`config.mk`:
```
export PLATFORM = sky130hd
export DESIGN_NAME = mips_multicycle_ctrl
export DESIGN_NICKNAME = d
export VERILOG_FILES = /design/src/rtl/mips_multicycle_ctrl.sv
export SDC_FILE = /design/constraint.sdc
export NUM_CORES = 1
export LEC_CHECK = 0
export CORE_MARGIN = 4
export CORE_UTILIZATION = 38
export DETAILED_ROUTE_END_ITERATION = 7
export MAX_ROUTING_LAYER = met4
export PLACE_DENSITY = 0.78
export SYNTH_ARGS = -nofsm -noshare
export SYNTH_HDL_FRONTEND = slang
export SYNTH_SLANG_ARGS = --single-unit
```
`constraint.sdc`:
```
create_clock -name clk -period 1.42 [get_ports clk]
set_input_delay 0.284 -clock clk [delete_from_list [all_inputs] [get_ports clk]]
set_output_delay 0.284 -clock clk [all_outputs]
set_load 0.005 [all_outputs]
```
`src/rtl/mips_multicycle_ctrl.sv`:
```
// Main control FSM for the multi-cycle MIPS datapath.
// Sequences fetch/decode/execute/memory/write-back and drives every datapath mux and enable.
module mips_multicycle_ctrl (
  input  logic       clk,
  input  logic       rst_n,
  input  logic [5:0] op_code,
  input  logic [5:0] func,
  input  logic       zero,
  input  logic       mem_ready,
  output logic       pc_write,
  output logic       pc_write_cond,
  output logic [1:0] pc_source,
  output logic       i_or_d,
  output logic       mem_read,
  output logic       mem_write,
  output logic       ir_write,
  output logic [1:0] reg_dst,
  output logic [1:0] mem_to_reg,
  output logic       reg_write,
  output logic       alu_src_a,
  output logic [1:0] alu_src_b,
  output logic [1:0] alu_op,
  output logic       illegal_op,
  output logic [3:0] state
);

  localparam logic [3:0] FETCH     = 4'd0;
  localparam logic [3:0] DECODE    = 4'd1;
  localparam logic [3:0] MEM_ADDR  = 4'd2;
  localparam logic [3:0] MEM_READ  = 4'd3;
  localparam logic [3:0] MEM_WB    = 4'd4;
  localparam logic [3:0] MEM_WRITE = 4'd5;
  localparam logic [3:0] R_EXEC    = 4'd6;
  localparam logic [3:0] R_WB      = 4'd7;
  localparam logic [3:0] BRANCH    = 4'd8;
  localparam logic [3:0] JUMP      = 4'd9;
  localparam logic [3:0] JR        = 4'd10;
  localparam logic [3:0] JAL       = 4'd11;
  localparam logic [3:0] ADDI_EXEC = 4'd12;
  localparam logic [3:0] ADDI_WB   = 4'd13;

  localparam logic [5:0] OP_RTYPE = 6'b000000;
  localparam logic [5:0] OP_LW    = 6'b100011;
  localparam logic [5:0] OP_SW    = 6'b101011;
  localparam logic [5:0] OP_BEQ   = 6'b000100;
  localparam logic [5:0] OP_J     = 6'b000010;
  localparam logic [5:0] OP_JAL   = 6'b000011;
  localparam logic [5:0] OP_ADDI  = 6'b001000;
  localparam logic [5:0] FN_JR    = 6'b001000;

  logic [3:0] state_q;
  logic [3:0] state_d;
  logic       illegal_d;

  assign state = state_q;

  always_ff @(posedge clk or negedge rst_n) begin
    if (!rst_n) begin
      state_q    <= FETCH;
      illegal_op <= 1'b0;
    end else begin
      state_q    <= state_d;
      illegal_op <= illegal_d;
    end
  end

  always_comb begin
    state_d   = FETCH;
    illegal_d = 1'b0;
    case (state_q)
      FETCH:     state_d = mem_ready ? DECODE : FETCH;
      DECODE: begin
        case (op_code)
          OP_RTYPE:      state_d = (func == FN_JR) ? JR : R_EXEC;
          OP_LW, OP_SW:  state_d = MEM_ADDR;
          OP_BEQ:        state_d = BRANCH;
          OP_J:          state_d = JUMP;
          OP_JAL:        state_d = JAL;
          OP_ADDI:       state_d = ADDI_EXEC;
          default: begin
            state_d   = FETCH;
            illegal_d = 1'b1;
          end
        endcase
      end
      MEM_ADDR: begin
        if (op_code == OP_LW)      state_d = MEM_READ;
        else if (op_code == OP_SW) state_d = MEM_WRITE;
        else                       state_d = FETCH;
      end
      MEM_READ:  state_d = mem_ready ? MEM_WB : MEM_READ;
      MEM_WRITE: state_d = mem_ready ? FETCH : MEM_WRITE;
      R_EXEC:    state_d = R_WB;
      ADDI_EXEC: state_d = ADDI_WB;
      default:   state_d = FETCH;
    endcase
  end

  // Moore decode; only the FETCH strobes that commit PC/IR wait on memory.
  always_comb begin
    pc_write      = 1'b0;
    pc_write_cond = 1'b0;
    pc_source     = 2'b00;
    i_or_d        = 1'b0;
    mem_read      = 1'b0;
    mem_write     = 1'b0;
    ir_write      = 1'b0;
    reg_dst       = 2'b00;
    mem_to_reg    = 2'b00;
    reg_write     = 1'b0;
    alu_src_a     = 1'b0;
    alu_src_b     = 2'b00;
    alu_op        = 2'b00;
    case (state_q)
      FETCH: begin
        mem_read  = 1'b1;
        alu_src_b = 2'b01;
        pc_write  = mem_ready;
        ir_write  = mem_ready;
      end
      DECODE:    alu_src_b = 2'b11;
      MEM_ADDR, ADDI_EXEC: begin
        alu_src_a = 1'b1;
        alu_src_b = 2'b10;
      end
      MEM_READ: begin
        mem_read = 1'b1;
        i_or_d   = 1'b1;
      end
      MEM_WB: begin
        reg_write  = 1'b1;
        mem_to_reg = 2'b01;
      end
      MEM_WRITE: begin
        mem_write = 1'b1;
        i_or_d    = 1'b1;
      end
      R_EXEC: begin
        alu_src_a = 1'b1;
        alu_op    = 2'b10;
      end
      R_WB: begin
        reg_write = 1'b1;
        reg_dst   = 2'b01;
      end
      BRANCH: begin
        alu_src_a     = 1'b1;
        alu_op        = 2'b01;
        pc_write_cond = 1'b1;
        pc_source     = 2'b01;
      end
      JUMP: begin
        pc_write  = 1'b1;
        pc_source = 2'b10;
      end
      JR: begin
        pc_write  = 1'b1;
        pc_source = 2'b11;
      end
      JAL: begin
        pc_write   = 1'b1;
        pc_source  = 2'b10;
        reg_write  = 1'b1;
        reg_dst    = 2'b10;
        mem_to_reg = 2'b10;
      end
      ADDI_WB:   reg_write = 1'b1;
      default: ;
    endcase
  end

endmodule
```
Word-level counts from Yosys, hierarchy flattened:

Index checks and enable logic that the tools add are counted.

* mux-type cells: 23
* equality and inequality tests: 20
* reductions and logical operators: 11

Operator list (count)
* 4-bit case mux with 7 select lines: 1
* 4-bit == test, second input constant: 6
* 4-bit case mux with 6 select lines: 1
* 4-bit by 3-bit == test with 1-bit output, second input constant: 4
* 6-bit by 2-bit == test with 1-bit output, second input constant: 2
* 6-bit by 4-bit == test with 1-bit output, second input constant: 2
* 6-bit == test, second input constant: 2
* 3-bit 2-to-1 mux: 4
* 2-bit case mux with 2 select lines: 3
* 2-bit case mux with 3 select lines: 2
* 1-bit 2-to-1 mux: 10
* 2-bit OR reduction: 5
* 4-bit by 2-bit == test with 1-bit output, second input constant: 2
* 4-bit OR reduction: 2
* 7-bit OR reduction: 1
* 6-bit by 3-bit == test with 1-bit output, second input constant: 1
* 6-bit logical NOT: 1
* 4-bit by 1-bit == test with 1-bit output, second input constant: 1
* 4-bit logical NOT: 1
* 4-bit 2-to-1 mux: 1
* 3-bit OR reduction: 1
* 1-bit case mux with 2 select lines: 1

* word-level logic and storage cells: 56
* register bits: 5

Longest topological paths before layout:

Gate-level depths: netlist of the first run.

* depth after elaboration: 4
* mapped depth: 5
* depth with buffers taken out: 4

Least setup slack after synthesis of the first run:

OpenSTA, ideal clock, no wires.

* kind: register -> output
* start: reg state_q[0], in the netlist state[0]
* end: out reg_write
* buffers on the path: 1
* data arrival time: 1083 ps
* setup slack: 53 ps
* required time: 1136 ps
* stages on the path, launching flop included: 5
* cells stage by stage: dfrtp_1 -> buf_2 -> or2_2 -> nor2_1 -> a21o_1

* cells in the longest elaborated chain, start to end: 3
* elaborated cells on any way between the ends: 6
* those cells by class: eq/ne (4); mux (1); reduce/logical (1)

RTL lines
* start, declared: line 51 `logic [3:0] state_q;`
* start signal, assigned: line 62 `state_q <= state_d;`
* 4-bit == test / 4-bit by 3-bit == test with 1-bit output (equally long branches): line 114 `case (state_q)`
* 4-bit OR reduction (no line) (*)
* 1-bit 2-to-1 mux (*): line 114
* end, declared: line 19 `output logic reg_write,`

Mark *: on every way between the ends. The rest lies on a longest branch, timed or not.

Final worst setup path of the first run:

* start: reg state_q[2], in the netlist state[2]
* end: out alu_src_b[1]

* cells in the longest elaborated chain, start to end: 3
* elaborated cells on any way between the ends: 6
* those cells by class: eq/ne (3); mux (1); reduce/logical (2)

RTL lines
* 4-bit by 2-bit == test with 1-bit output / 4-bit == test (equally long branches): line 114
* 2-bit OR reduction: line 114
* 2-bit case mux with 3 select lines (*): line 114
* end, declared: line 21 `output logic [1:0] alu_src_b,`

Marks and branches as above.

==> flow_metrics.env, run 1 <==
export IMPL_status="finished, violations left"
export IMPL_violations="setup timing"
export IMPL_power_density_mw_per_mm2=819
export IMPL_grt_first_pass_wirelength_um=5570
export IMPL_grt_pass1_vias=1220
export IMPL_reg2reg_to="state[1]"
export IMPL_path_delay_family="flip-flops"
export IMPL_tritoncts="yes"
export IMPL_synth_cell_types=43
export IMPL_pwr_share_seq_pct=16.0
export IMPL_path_cells="buf_6 -> buf_6 -> nand2_1 -> nor2_1 -> a21oi_2 -> o21bai_1 -> buf_2"
export IMPL_dieArea_mm2=0.00260
export IMPL_instances_no_fill=204
export IMPL_final_cell_mix="buf_4 (30), buf_6 (23), buf_2 (16)"
export IMPL_synth_edff_count=0
export IMPL_clk_latency_ns=0.26
export IMPL_endpoint_kind="primary output"
export IMPL_synthArstFlopShare_pct=100
export IMPL_rows=15
export IMPL_drv_cap=0
export IMPL_antenna_found_initial=0
export IMPL_post_route_min_period_ns=1.81
export IMPL_use_met1_pct=27.9
export IMPL_drc=0
export IMPL_dr_pass1_iters=4
export IMPL_die_y_um=51.0
export IMPL_worst_path_buf_inv=3
export IMPL_synth_ff_type="dfrtp_1"
export IMPL_ant_nets=0
export IMPL_drive_gt1_share_pct=62.6
export IMPL_viasPerCell=5.88
export IMPL_min_path_type="in -> async"
export IMPL_crit_top_cell="buf_6"
export IMPL_clock_sinks=5
export IMPL_worst_pin_slew_ns=0.358
export IMPL_period_share_pct=128
export IMPL_syn_avg_cell_area_um2=7.40
export IMPL_path_clk_slew_ns=0.06
export IMPL_grtUsageMet3_pct=2.62
export IMPL_reg2reg_depth=7
export IMPL_numCtsBuffers=3
export IMPL_num_antenna_cells=0
export IMPL_initial_core_util_pct=40.3
export IMPL_slowest_delay_ns=0.43
export IMPL_fmax_mhz=552
export IMPL_slew_violations=0
export IMPL_cts_root_buffer="clkbuf_4"
export IMPL_num_vias=1199
export IMPL_ir_drop_v=0.000648
export IMPL_fillCellCount=64
export IMPL_grt_total_usage_pct=29.4
export IMPL_overflow=0
export IMPL_slowest_stage="dfrtp_2"
export IMPL_ios=39
export IMPL_wl_um=4450
export IMPL_hold_violations=0
export IMPL_ys_seq_elements=5
export IMPL_drt_iter0_drc=53
export IMPL_htree_levels=1
export IMPL_grt_busiest_layer="met2"
export IMPL_globalRouteMet2Util_pct=55.8
export IMPL_synthCells=95
export IMPL_gp_congestion=0.806
export IMPL_p_sw_share_pct=40.1
export IMPL_slew_headroom_pct=75.8
export IMPL_cp_max_fo=5
export IMPL_syn_area_um2=703
export IMPL_finalSetupViolCount=22
export IMPL_reg2reg_from="state[3]"
export IMPL_setup_slack_ns=-0.391
export IMPL_power_share_clock_pct=13.7
export IMPL_critPathLaunchType="register"
export IMPL_area_growth_pct=131
export IMPL_placed_cell_area_mm2=0.00125
export IMPL_yosys_warnings=0
export IMPL_cp_data_required_time_ns=1.14
export IMPL_post_dp_hpwl_um=1800
export IMPL_place_inst=176
export IMPL_portBuffers=37
export IMPL_rsz0062_at_grt="true"
export IMPL_final_common_cell="buf_4"
export IMPL_p_int_mw=0.799
export IMPL_synth_seq_area_share_pct=17.8
export IMPL_p_sw_mw=0.535
export IMPL_fin_nets=196
export IMPL_wl_per_cell_um=21.8
export IMPL_rrSetupSlack_ns=-0.17
export IMPL_pwr_share_comb_pct=70.3
export IMPL_fin_area_mm2=0.00163
export IMPL_criticalPathCategory="reg -> out"
export IMPL_p_leak_nw=0.740
export IMPL_cts_buffer_depth=2
export IMPL_synth_nets=111
export IMPL_die_w_um=51.0
export IMPL_coreArea_mm2=0.00175
export IMPL_cts_hold_buf=0
export IMPL_cp_arrival_ns=1.53
export IMPL_grt_max_degree=10
export IMPL_fin_skew_ns=0.0135
## stage by stage
| stage | setup TNS [ns] | util [%] | power (mW) | setup WS [ns] | hold slack (ns) |
|---|---|---|---|---|---|
| 6_report | -4.60 | 93.3 | 1.33 | -0.391 | 0.248 |
| 3_3_place_gp | -6.25 | 71.5 | 0.800 | -0.366 | 0.512 |
| 2_1_floorplan | 0 | - | 0.459 | 0.0530 | -0.0116 |
| 3_5_place_dp | -6.75 | 71.5 | 0.812 | -0.398 | 0.516 |
| 5_1_grt | -5.51 | 93.3 | 1.38 | -0.454 | 0.257 |
| 4_1_cts | -1.57 | 87.2 | 1.17 | -0.258 | 0.258 |
## synth_stat cells (2+ instances only)
| cell type | number | area [um2] |
|---|---|---|
| nor4b_1 | 2 | 17.5 |
| and3_1 | 4 | 25.0 |
| xnor2_1 | 2 | 17.5 |
| buf_4 | 2 | 15.0 |
| buf_2 | 3 | 15.0 |
| o211a_1 | 2 | 20.0 |
| o21ai_0 | 2 | 10.0 |
| o21ai_1 | 4 | 20.0 |
| dfrtp_1 | 5 | 125 |
| nor2_1 | 17 | 63.8 |
| buf_6 | 2 | 22.5 |
| a21oi_1 | 3 | 15.0 |
| a31oi_1 | 2 | 12.5 |
| nand3_1 | 4 | 20.0 |
| nor3_1 | 4 | 20.0 |
| nand2_1 | 6 | 22.5 |
| inv_1 | 3 | 11.3 |
| nand2b_1 | 3 | 18.8 |
## per-layer routing
layer  vias to the layer above  wire length, um
met2                        83             2260
li1                        509                -
met1                       581             1630
met5                         -                0
met4                         0              251
met3                        26              304
## power groups by stage
| stage | combinational, mW | sequential [mW] | clock [mW] |
|---|---|---|---|
| final | 0.937 | 0.214 | 0.182 |
| after floorplan | 0.272 | 0.187 | 0 |
| after global placement | 0.606 | 0.194 | 0 |
| after global routing | 0.970 | 0.216 | 0.198 |
| after detailed placement | 0.612 | 0.200 | 0 |
| after CTS | 0.804 | 0.201 | 0.168 |
## flip-flops by register name (all words and copies together), names as in the netlist
name and flops:
state 4, illegal_op 1
## timing repair
action | in CTS | in global routing
gates resized for setup | 133 | 23
setup endpoints to repair | 27 | 24
cloned | 1 | 0
buffers inserted | 20 | 8
pin swaps | 18 | 12
## worst max path at each step
stage          cells after the start     start      endpoint  slack [ns]
3_3_place_gp                       4  state[1]     reg_write       -0.37
6_report                           7  state[2]  alu_src_b[1]       -0.39
5_1_grt                            7  state[2]  alu_src_b[1]       -0.45
3_5_place_dp                       4  state[0]  alu_src_b[1]       -0.40
2_1_floorplan                      4  state[0]     reg_write        0.05
4_1_cts                            5  state[2]  alu_src_b[1]       -0.26
## kinds of logic after synthesis
kind of cell | count (synthesis) | share of synthesized area [%]
flip-flops | 5 | 17.8
multiplexers | 1 | 1.60
AND/OR/NAND/NOR | 56 | 45.0
XOR/XNOR | 3 | 3.74
AO/OA/AOI/OAI | 20 | 22.8
buffers and inverters | 10 | 9.07
## area by class of cell
| type | count | area (um2) | area share (%) |
|---|---|---|---|
| inverters | 3 | 11.3 | 0.692 |
| flip-flops and latches | 5 | 130 | 7.99 |
| well taps | 25 | 31.3 | 1.92 |
| clock buffers | 4 | 26.3 | 1.61 |
| multi-input cells | 80 | 697 | 42.8 |
| repair buffers | 87 | 732 | 45.0 |
Power figures use the tool's default switching activity.
==> run 2, diff against run 1 <==
HOLD_SLACK_MARGIN = 0.08   (was default)
RECOVER_POWER = 25   (was default)
==> run 2 against run 1 <==
Effect of this change:
- the flow still finishes with violations (setup timing)
- non-clock buffer count is the same
- clock-buffer cell count is the same
- utilization is the same
- sequential share of layout area is the same
- cell count is the same
- clock power is essentially flat
- wire length is the same
- critical path type unchanged
- critical endpoint unchanged
==> flow_metrics.env, run 2 (synthesis gave the netlist of run 1 again) <==
export IMPL_slew_headroom_pct=75.8
export IMPL_endpoint_kind="primary output"
export IMPL_fin_nets=196
export IMPL_finalSetupViolCount=22
export IMPL_path_clk_slew_ns=0.06
export IMPL_cts_hold_buf=0
export IMPL_setup_tns_ns=-4.60
export IMPL_final_common_cell="buf_4"
export IMPL_gp_congestion=0.806
export IMPL_reg2reg_from="state[3]"
export IMPL_drt_iter0_drc=53
export IMPL_htree_levels=1
export IMPL_final_cell_mix="buf_4 (30), buf_6 (23), buf_2 (16)"
export IMPL_die_y_um=51.0
export IMPL_clk_latency_ns=0.26
export IMPL_clock_sinks=5
export IMPL_area_growth_pct=131
export IMPL_die_w_um=51.0
export IMPL_drive_gt1_share_pct=62.6
export IMPL_coreArea_mm2=0.00175
export IMPL_drv_cap=0
export IMPL_worst_pin_slew_ns=0.358
export IMPL_criticalPathCategory="reg -> out"
export IMPL_startpoint="state[2]"
export IMPL_post_dp_hpwl_um=1800
export IMPL_portBuffers=37
export IMPL_largest_reg_flops=4
export IMPL_fin_skew_ns=0.0135
export IMPL_min_path_type="in -> async"
export IMPL_reg2reg_to="state[1]"
export IMPL_slew_violations=0
export IMPL_wl_per_cell_um=21.8
export IMPL_cts_buffer_depth=2
export IMPL_grt_pass1_vias=1220
export IMPL_overflow=0
export IMPL_p_total_mw=1.33
export IMPL_dr_pass1_iters=4
export IMPL_grt_max_degree=10
export IMPL_critPathLaunchType="register"
export IMPL_ant_nets=0
export IMPL_violations="setup timing"
export IMPL_rrSetupSlack_ns=-0.17
export IMPL_grt_first_pass_wirelength_um=5570
export IMPL_status="finished, violations left"
export IMPL_ios=39
export IMPL_initial_core_util_pct=40.3
export IMPL_rsz0062_at_grt="true"
export IMPL_num_vias=1199
export IMPL_reg2reg_depth=7
export IMPL_tritoncts="yes"
export IMPL_rows=15
export IMPL_cp_arrival_ns=1.53
export IMPL_period_share_pct=128
export IMPL_num_antenna_cells=0
export IMPL_hold_violations=0
export IMPL_setup_slack_ns=-0.391
export IMPL_ir_drop_v=0.000648
export IMPL_dieArea_mm2=0.00260
export IMPL_p_leak_nw=0.740
export IMPL_wl_um=4450
export IMPL_fmax_mhz=552
export IMPL_power_density_mw_per_mm2=819
export IMPL_cp_max_fo=5
export IMPL_cts_root_buffer="clkbuf_4"
export IMPL_drc=0
export IMPL_post_route_min_period_ns=1.81
export IMPL_fillCellCount=64
export IMPL_numCtsBuffers=3
export IMPL_grt_total_usage_pct=29.4
export IMPL_cp_data_required_time_ns=1.14
export IMPL_antenna_found_initial=0
export IMPL_viasPerCell=5.88
[run 2: how the worst max path moves through the flow]
stage / endpoint
finish: alu_src_b[1]
global route: alu_src_b[1]
CTS: alu_src_b[1]
floorplan: reg_write
detailed placement: alu_src_b[1]
global placement: reg_write
[run 2: critical path, stage by stage (launching register included)]
cell and delay [ns]:
dfrtp_2 0.43, buf_6 0.14, buf_6 0.10, nand2_1 0.08
nor2_1 0.17, a21oi_2 0.06, o21bai_1 0.15, buf_2 0.15
[run 2: repair_timing]
item	in CTS	in global routing
pin swaps	18	12
cloned	1	0
resized for setup	133	23
setup endpoints to repair	27	24
setup buffers	20	8
[run 2: cell type report]
cell class / instances / area, um2 / share of cell area (%)
Clock buffer: 4 / 26.3 / 1.61
Inverter: 3 / 11.3 / 0.692
Sequential cell: 5 / 130 / 7.99
Timing Repair Buffer: 87 / 732 / 45.0
Multi-Input combinational cell: 80 / 697 / 42.8
Tap cell: 25 / 31.3 / 1.92
[run 2: metal layers]
layer,vias to the layer above,share of wire (%),global-route usage [%]
met3,26,6.8,2.62
li1,509,-,-
met1,581,37,27.9
met4,0,5.6,19.3
met5,-,0,-
met2,83,51,55.8
[run 2: per-stage QoR]
step | std cells | setup WS [ns] | utilization, % | hold slack, ns | cell area (um2)
3_3_place_gp | 176 | -0.366 | 71.5 | 0.512 | 1250
6_report | 204 | -0.391 | 93.3 | 0.319 | 1630
5_1_grt | 204 | -0.454 | 93.3 | 0.328 | 1630
4_1_cts | 200 | -0.258 | 87.2 | 0.258 | 1520
2_1_floorplan | 95 | 0.0530 | - | -0.0116 | 703
3_5_place_dp | 176 | -0.398 | 71.5 | 0.516 | 1250
[run 2: where the power goes]
group          switching [mW]  internal [mW]
sequential             0.0395          0.174
combinational           0.420          0.517
clock                  0.0751          0.107
